**config.mk**
```make
export PLATFORM = sky130hd
export DESIGN_NAME = mem_access_unit
export DESIGN_NICKNAME = d
export VERILOG_FILES = /design/src/rtl/memacc_pkg.sv /design/src/rtl/mem_access_unit_load_extract.sv /design/src/rtl/mem_access_unit.sv
export SDC_FILE = /design/constraint.sdc
export NUM_CORES = 1
export LEC_CHECK = 0
export CELL_PAD_IN_SITES_DETAIL_PLACEMENT = 1
export CELL_PAD_IN_SITES_GLOBAL_PLACEMENT = 1
export CORE_AREA = 2 2 211 213
export CTS_CLUSTER_SIZE = 28
export DETAILED_ROUTE_END_ITERATION = 8
export DIE_AREA = 0 0 213 215
export GPL_TIMING_DRIVEN = 0
export PLACE_DENSITY_LB_ADDON = 0.2
export SETUP_SLACK_MARGIN = 0.02
export SLEW_MARGIN = 10
export SYNTH_ARGS = -nofsm -noshare
export SYNTH_HDL_FRONTEND = slang
export SYNTH_SLANG_ARGS = --single-unit
```
**constraint.sdc**
```tcl
create_clock -name clk -period 8.6 [get_ports clk]
set_input_delay 1.29 -clock clk [delete_from_list [all_inputs] [get_ports clk]]
set_output_delay 1.29 -clock clk [all_outputs]
set_load 0.005 [all_outputs]
```
**src/rtl/memacc_pkg.sv**
```systemverilog
// Shared types and access-size helpers for the data-memory access stage.
// Optional byte-enable write path is selected with MEMACC_BYTE_EN_EN.
package memacc_pkg;

  typedef enum logic [2:0] {
    S_IDLE  = 3'd0,
    S_READ  = 3'd1,
    S_DATA  = 3'd2,
    S_WRITE = 3'd3,
    S_RESP  = 3'd4
  } state_t;

  localparam logic [2:0] F3_B  = 3'b000;
  localparam logic [2:0] F3_H  = 3'b001;
  localparam logic [2:0] F3_W  = 3'b010;
  localparam logic [2:0] F3_D  = 3'b011;
  localparam logic [2:0] F3_BU = 3'b100;
  localparam logic [2:0] F3_HU = 3'b101;
  localparam logic [2:0] F3_WU = 3'b110;

  function automatic logic [3:0] size_bytes(input logic [2:0] func3);
    logic [3:0] n;
    case (func3[1:0])
      2'd0:    n = 4'd1;
      2'd1:    n = 4'd2;
      2'd2:    n = 4'd4;
      default: n = 4'd8;
    endcase
    return n;
  endfunction

  function automatic logic misaligned(input logic [2:0] func3, input logic [2:0] offset);
    logic m;
    case (func3[1:0])
      2'd1:    m = offset[0];
      2'd2:    m = |offset[1:0];
      2'd3:    m = |offset;
      default: m = 1'b0;
    endcase
    return m;
  endfunction

  // Byte mask of the lane touched by an access, little-endian from offset.
  function automatic logic [7:0] lane_mask(input logic [2:0] func3, input logic [2:0] offset);
    logic [15:0] m;
    m = (16'd1 << size_bytes(func3)) - 16'd1;
    return m[7:0] << offset;
  endfunction

  function automatic logic access_error(input logic we, input logic [2:0] func3,
                                        input logic [2:0] offset);
    return (func3 == 3'b111) || (we && func3[2]) || misaligned(func3, offset);
  endfunction

endpackage

```
**src/rtl/mem_access_unit_load_extract.sv**
```systemverilog
// Combinational load lane extraction with sign/zero extension; kept separate so a
// load-forwarding path can share it.
module load_extract
  import memacc_pkg::*;
(
  input  logic [63:0] mdr,
  input  logic [2:0]  offset,
  input  logic [2:0]  func3,
  output logic [63:0] data
);

  logic [63:0] lane;

  always_comb begin
    lane = mdr >> {offset, 3'b000};
    data = '0;
    case (func3)
      F3_B:    data = {{56{lane[7]}}, lane[7:0]};
      F3_H:    data = {{48{lane[15]}}, lane[15:0]};
      F3_W:    data = {{32{lane[31]}}, lane[31:0]};
      F3_D:    data = lane;
      F3_BU:   data = {56'd0, lane[7:0]};
      F3_HU:   data = {48'd0, lane[15:0]};
      F3_WU:   data = {32'd0, lane[31:0]};
      default: data = '0;
    endcase
  end

endmodule

```
**src/rtl/mem_access_unit.sv**
```systemverilog
// Load/store access stage: lane extraction, read-modify-write for narrow stores,
// misalignment errors. Define MEMACC_BYTE_EN_EN to write narrow stores with mem_be.
// Handshake: a request is taken on a rising edge where req_valid && req_ready; req_ready
// is high only in IDLE, and rsp_valid pulses for one cycle when the access completes.
module mem_access_unit
  import memacc_pkg::*;
#(
  parameter int MEM_RD_LAT = 1,
  parameter int DATA_W     = 64
) (
  input  logic              clk,
  input  logic              reset,
  input  logic              req_valid,
  output logic              req_ready,
  input  logic              req_we,
  input  logic [2:0]        req_func3,
  input  logic [63:0]       req_addr,
  input  logic [DATA_W-1:0] req_wdata,
  output logic              rsp_valid,
  output logic              rsp_err,
  output logic [DATA_W-1:0] rsp_rdata,
  output logic [63:0]       mem_addr,
  output logic              mem_wr,
  output logic [DATA_W-1:0] mem_wdata,
  input  logic [DATA_W-1:0] mem_rdata
`ifdef MEMACC_BYTE_EN_EN
  ,
  output logic [7:0]        mem_be
`endif
);

  state_t      state;
  logic        we_q;
  logic [2:0]  f3_q;
  logic [2:0]  off_q;
  logic [63:0] wdata_q;
  logic [1:0]  cnt;
  logic [63:0] ext_data;
  logic [63:0] lane_wdata;
  logic [63:0] merge_data;
  logic [7:0]  be_mask;

  // mem_rdata is valid during DATA, so it serves directly as the MDR value.
  load_extract u_extract (
    .mdr    (mem_rdata),
    .offset (off_q),
    .func3  (f3_q),
    .data   (ext_data)
  );

  always_comb begin
    lane_wdata = wdata_q << {off_q, 3'b000};
    be_mask    = lane_mask(f3_q, off_q);
    merge_data = '0;
    for (int i = 0; i < 8; i++) begin
      merge_data[8*i +: 8] = be_mask[i] ? lane_wdata[8*i +: 8] : mem_rdata[8*i +: 8];
    end
  end

  always_ff @(posedge clk or posedge reset) begin
    if (reset) begin
      state     <= S_IDLE;
      req_ready <= 1'b1;
      rsp_valid <= 1'b0;
      rsp_err   <= 1'b0;
      rsp_rdata <= '0;
      mem_addr  <= '0;
      mem_wr    <= 1'b0;
      mem_wdata <= '0;
      we_q      <= 1'b0;
      f3_q      <= '0;
      off_q     <= '0;
      wdata_q   <= '0;
      cnt       <= '0;
`ifdef MEMACC_BYTE_EN_EN
      mem_be    <= '0;
`endif
    end else begin
      rsp_valid <= 1'b0;
      mem_wr    <= 1'b0;
      case (state)
        S_IDLE: begin
          if (req_valid && req_ready) begin
            we_q      <= req_we;
            f3_q      <= req_func3;
            off_q     <= req_addr[2:0];
            wdata_q   <= req_wdata;
            mem_addr  <= {req_addr[63:3], 3'b000};
            req_ready <= 1'b0;
            cnt       <= 2'(MEM_RD_LAT - 1);
            if (access_error(req_we, req_func3, req_addr[2:0])) begin
              state     <= S_RESP;
              rsp_valid <= 1'b1;
              rsp_err   <= 1'b1;
              rsp_rdata <= '0;
            end else if (req_we && req_func3 == F3_D) begin
              state     <= S_WRITE;
              mem_wr    <= 1'b1;
              mem_wdata <= req_wdata;
`ifdef MEMACC_BYTE_EN_EN
              mem_be    <= 8'hFF;
`endif
            end
`ifdef MEMACC_BYTE_EN_EN
            else if (req_we) begin
              state     <= S_WRITE;
              mem_wr    <= 1'b1;
              mem_wdata <= req_wdata << {req_addr[2:0], 3'b000};
              mem_be    <= lane_mask(req_func3, req_addr[2:0]);
            end
`endif
            else begin
              state <= S_READ;
            end
          end
        end
        S_READ: begin
          if (cnt == 2'd0) state <= S_DATA;
          else             cnt   <= cnt - 2'd1;
        end
        S_DATA: begin
          if (we_q) begin
            state     <= S_WRITE;
            mem_wr    <= 1'b1;
            mem_wdata <= merge_data;
`ifdef MEMACC_BYTE_EN_EN
            mem_be    <= 8'hFF;
`endif
          end else begin
            state     <= S_RESP;
            rsp_valid <= 1'b1;
            rsp_err   <= 1'b0;
            rsp_rdata <= ext_data;
          end
        end
        S_WRITE: begin
          state     <= S_RESP;
          rsp_valid <= 1'b1;
          rsp_err   <= 1'b0;
          rsp_rdata <= '0;
`ifdef MEMACC_BYTE_EN_EN
          mem_be    <= '0;
`endif
        end
        S_RESP: begin
          state     <= S_IDLE;
          req_ready <= 1'b1;
        end
        default: begin
          state     <= S_IDLE;
          req_ready <= 1'b1;
        end
      endcase
    end
  end

endmodule

```
Yosys cells after proc, flatten, opt, wreduce, memory -nomap -nowiden

Cells that the tools add are included.

Add/subtract/negate cells: 2
Equal/unequal tests: 24
Shift-type cells: 4
Mux-type cells: 46
Bitwise gates (word level): 1
Reductions and logical operators: 21

Operators by type and width:

| cell                                                                | count |
|---|---|
| 64-bit two-way mux                                                  | 7 |
| 64-bit case mux with 7 select lines                                 | 1 |
| 64-bit case mux with 3 select lines                                 | 1 |
| 64-bit case mux with 2 select lines                                 | 1 |
| 8-bit two-way mux                                                   | 8 |
| 64-bit by 6-bit left shift with 64-bit output                       | 1 |
| 64-bit by 6-bit right shift with 64-bit output                      | 1 |
| 2-bit != test (second input constant)                               | 8 |
| 3-bit by 2-bit == test with 1-bit output (second input constant)    | 5 |
| 1-bit two-way mux                                                   | 13 |
| 3-bit == test (second input constant)                               | 4 |
| 3-bit two-way mux                                                   | 4 |
| 3-bit case mux with 4 select lines                                  | 1 |
| 4-bit case mux with 3 select lines                                  | 1 |
| 1-bit case mux with 3 select lines                                  | 3 |
| 1-bit by 4-bit left shift with 8-bit output (first input constant)  | 1 |
| 8-bit by 3-bit left shift with 8-bit output                         | 1 |
| 8-bit by 1-bit subtractor with 8-bit output (second input constant) | 1 |
| 2-bit == test (second input constant)                               | 3 |
| 3-bit by 1-bit == test with 1-bit output (second input constant)    | 2 |
| 3-bit zero test                                                     | 2 |
| 2-bit two-way mux                                                   | 3 |
| 2-bit AND reduction                                                 | 3 |
| 3-bit OR reduction                                                  | 2 |
| other kinds (14)                                                    | 21 |

Register bits: 269
Input bits: 199
Output and inout port bits: 196
Word-level logic and storage cells: 111

Longest topological paths before layout

Depth in word-level cells: 8
Mapped depth: 9
Mapped depth without buffers: 6

By module

A second synthesis with hierarchy kept.

Cells, all modules: 1,632
Area total of the unflattened synthesis: 16,196.8 µm²

Modules (own cells, without submodules):

| module          | instances | cells each | area an instance (µm²) | seq. area each (µm²) |
|---|---|---|---|---|
| mem_access_unit | 1         | 1,343      | 13,663.1               | 6,732.7 |
| load_extract    | 1         | 289        | 2,533.7                | 0.0 |

Worst setup path after synthesis

OpenSTA, ideal clock, no wires.

Path type: in2reg
Start: in mem_rdata[63]
End: reg rsp_rdata[25]
Library setup time: 0.066 ns
Arrival time: 2.825 ns
Required time: 8.534 ns
Path slack: 5.709 ns
Stages on the path: 7
Path buffers: 2
Cells stage by stage: mux2i_1 > mux4_2 > or4_1 > buf_2 > a21boi_4 > buf_6 > a221o_1

Longest elaborated chain between the ends: 4

RTL lines:

| item                                           | RTL line                           | RTL |
|---|---|---|
| from (decl)                                    | mem_access_unit.sv:25              | `input logic [DATA_W-1:0] mem_rdata` |
| 64-bit by 6-bit right shift with 64-bit output | mem_access_unit_load_extract.sv:15 | `lane = mdr >> {offset, 3'b000};` |
| 64-bit case mux with 7 select lines            | mem_access_unit_load_extract.sv:17 | `case (func3)` |
| 64-bit two-way mux                             | mem_access_unit.sv:122             | `if (we_q) begin` |
| 64-bit case mux with 3 select lines            | mem_access_unit.sv:81              | `case (state)` |
| to (signal assigned)                           | mem_access_unit.sv:133             | `rsp_rdata <= ext_data;` |
| to (decl)                                      | mem_access_unit.sv:21              | `output logic [DATA_W-1:0] rsp_rdata,` |

No other way between the ends. The select of a mux whose other input is x is not followed.
A chain may end at the register's enable or synchronous reset.

Worst setup path after layout

Start: in req_valid
End: reg mem_wdata[60]

Longest elaborated chain between the ends: 3

RTL lines:

| item                                 | RTL line               | RTL |
|---|---|---|
| from (decl)                          | mem_access_unit.sv:13  | `input logic req_valid,` |
| 1-bit logical AND                    | mem_access_unit.sv:83  | `if (req_valid && req_ready) begin` |
| 2-bit != test (no source line)       | n/a                    |  |
| 5-bit AND reduction (no source line) | n/a                    |  |
| to (signal assigned)                 | mem_access_unit.sv:99  | `mem_wdata <= req_wdata;` |
| to (signal assigned)                 | mem_access_unit.sv:125 | `mem_wdata <= merge_data;` |
| to (decl)                            | mem_access_unit.sv:24  | `output logic [DATA_W-1:0] mem_wdata,` |

No other way between the ends.

==> results_dict.tcl <==
set metrics [dict create \
    crit_path_start_kind "primary input" \
    postCtsHoldBufs 0 \
    wire_per_inst_um 29.2 \
    route.detailed.drc 0 \
    yosys.area_share.adder 0.000833 \
    grt_antenna_before_repair 2 \
    insertion_delay_ps 590 \
    fin_nets 1999 \
    clock.fmax_mhz 266 \
    synth_compound_area_frac 0.160 \
    clockBufferDepth 3 \
    ys.flop_type "dfrtp_1" \
    fin_crit_sh 0.437 \
    p_comb_frac 0.539 \
    power_density_nw_per_um2 396 \
    pwr-share-seq 0.284 \
    rsz0062_at_grt "false" \
    routabilityCongestion 0.965 \
    grt_pass1_wl_mm 103 \
    relSlewSlack 0.164 \
    postRouteAntennaNets 0 \
    setup_tns_ps 0 \
    synthXorXnorAreaFrac 0 \
    initial_core_util 0.344 \
    yosys_warnings 0 \
    first_pass_iters 5 \
    setup_violations 0 \
    cts_tree "yes" \
    path_max_fanout 10 \
    critical_path_class "primary input to register" \
    rows 77 \
    finalPower_mw 8.33 \
    leakage_nw 8.82 \
    synthCells 1364 \
    tightest_slew_ps 1250 \
    report.final.slew_viol_count 0 \
    path_clk_slew_ps 70 \
    grtUsageTotal 0.308 \
    drt-total-wl_mm 70.6 \
    clock_sinks 269 \
    fp.coreArea_um2 43600 \
    netlist_area_um2 15000 \
    ys_ff_latch 269 \
    die_width_um 213 \
    yosys.area_share.simple 0.0909 \
    area_delta_synth_final_pct 39.8 \
    synth_top_area_cell "dfrtp_1" \
    syn_avg_cell_area_um2 11.0 \
    pre_cts_slack_ps 4290 \
    die_h_um 215 \
    peakVddDrop_uv 154 \
    ios 395 \
    outcome "finished clean" \
    crit_required_ps 9080 \
    synth_top_family_by_area "multiplexers" \
    final_layout_size_suffix_gt1_frac 0.181 \
    cts_resized 0 \
    htreeDepth 1 \
    worstSetupEndpointType "register" \
    cts_setup_buffers 0 \
    hold_viol 0 \
    skew_ps 15.9 \
    die_area_um2 45800 \
    period_needed_ps 3760 \
    synth_mux_area_frac 0.256 \
    via_per_inst 5.79 \
    ys_async_sr_fraction 1.00 \
    arrival_ps 4240 \
    p_int_mw 4.96 \
    root_buffer "clkbuf_16" \
    grt_pass1_vias 15000 \
    grt_overflow 0 \
    hold_path.class "register to register" \
    grt_max_degree 41 \
    cap_violations 0 \
    first_iter_violations 1163 \
    synth-edff-count 0 \
    yosysSeqAreaShare 0.448 \
    cts_buffers 31 \
    dp_hpwl_mm 56.3 \
    p_sw_mw 3.37 \
    io_buffers 391 \
    p_clk_frac 0.177 \
    synth_cell_types 64 \
    synth_area_leaders "dfrtp_1, mux2_2, mux2i_1" \
    p_sw_frac 0.405 \
    num_vias 14000 \
    synth_top_cell_area_share 0.446 \
    fin_ws_ps 4840 \
]
## cells in the final DEF (no fill, tap or decap), drive strengths merged, types with 19 or more instances in the layout
| cell | count |
|---|---|
| a211oi | 19 |
| a21o | 24 |
| a21oi | 54 |
| a22o | 41 |
| buf | 70 |
| clkbuf | 109 |
| clkdlybuf4s50 | 391 |
| dfrtp | 268 |
| inv | 23 |
| mux2 | 159 |
| mux2i | 120 |
| mux4 | 38 |
| nand2 | 142 |
| nand4 | 40 |
| nor2 | 75 |
| o211ai | 23 |
| o21ai | 28 |
## logic make-up (layout without fill, tap and decap cells)
group | count (synthesis) | after routing
compound gates | 323 | 323
mux | 317 | 317
simple gates | 302 | 302
flops | 269 | 269
buf+inv | 151 | 609
fa+ha+maj | 1 | 1
other cells | 1 | 5
## power groups by stage
stage,registers [mW],clock network [mW],logic [mW]
after floorplan,2.22,0,2.46
after global routing,2.43,1.55,4.76
after detailed placement,2.37,0,4.44
after CTS,2.36,1.50,4.46
after global placement,2.35,0,4.36
final,2.37,1.47,4.49
## sequential cells by signal (all words and copies together), names as in the netlist
signal and flops:
we_q 1, req_ready 1, rsp_err 1, off_q 3, mem_addr 61, rsp_valid 1
rsp_rdata 64, wdata_q 64, cnt 2, mem_wr 1, state 3, mem_wdata 64
f3_q 3
## final cells by class
type                       count  area [um2]
fill                        4774       22600
multi-input combinational    946        7650
sequential                   269        6730
timing repair buffer         400        4080
clock buffer                  41         873
tap                          592         741
buffer                       129         574
clock inverter                17         260
inverter                      22        86.3
antenna                        2        5.00
## metal layers
metal  routed length [um]  vias up  global-route usage
met5                    0        -                   0
met4                 3490        0               0.147
met3                 4700      160              0.0418
met2                34000      648               0.510
met1                28400     7211               0.397
li1                     -     5980                   -
## path summary, 6_finish.rpt
kind / depth (start not counted) / endpoint / start / slack, ps
max: 9 / mem_wdata[60]$_DFFE_PP0P_ / req_valid / 4840
min: 2 / mem_wdata[3]$_DFFE_PP0P_ / mem_wdata[3]$_DFFE_PP0P_ / 480
max reg2reg: 8 / mem_wdata[37]$_DFFE_PP0P_ / off_q[0]$_DFFE_PP0P_ / 5040
min reg2reg: 2 / mem_wdata[3]$_DFFE_PP0P_ / mem_wdata[3]$_DFFE_PP0P_ / 480
max in group asynchronous: 6 / wdata_q[52]$_DFFE_PP0P_ / reset / 6280
min in group asynchronous: 2 / mem_addr[61]$_DFFE_PP0P_ / reset / 1040
## metrics by stage
stage	std cells	hold WS, ps	instance area, um2	util
after global placement	2349	456	19700	0.451
after floorplan	1366	458	15000	-
after global routing	2418	499	21000	0.481
after CTS	2416	483	21000	0.481
final	2418	479	21000	0.481
after detailed placement	2358	464	19900	0.455
## synthesized netlist by cell type, types with 4 or more instances
| cell type | count |
|---|---|
| a211oi_1 | 19 |
| a21o_1 | 24 |
| a21oi_1 | 53 |
| a221o_1 | 8 |
| a221o_2 | 9 |
| a22o_1 | 41 |
| a311oi_1 | 7 |
| a31oi_1 | 9 |
| a32o_1 | 7 |
| and2_1 | 11 |
| buf_1 | 10 |
| buf_2 | 42 |
| buf_4 | 8 |
| clkbuf_1 | 68 |
| dfrtp_1 | 268 |
| inv_1 | 21 |
| mux2_2 | 159 |
| mux2i_1 | 120 |
| mux4_2 | 38 |
| nand2_1 | 142 |
| nand4_1 | 40 |
| nor2_1 | 75 |
| nor2b_1 | 10 |
| o211ai_1 | 23 |
| o21a_1 | 17 |
| o21ai_0 | 26 |
| o221ai_1 | 11 |
| o22ai_1 | 12 |
| o2bb2ai_1 | 17 |
| o311ai_0 | 15 |
| o31ai_1 | 10 |
| or3_1 | 4 |
## worst max-delay path: stages
cell and delay, ps:
clkdlybuf4s50_1 480, nand2_1 90, nor2_1 430, a21boi_0 180
clkbuf_1 350, inv_2 150, clkbuf_1 620, o221ai_1 440
o21a_1 210
No activity file was read; power rests on OpenSTA's default activity.
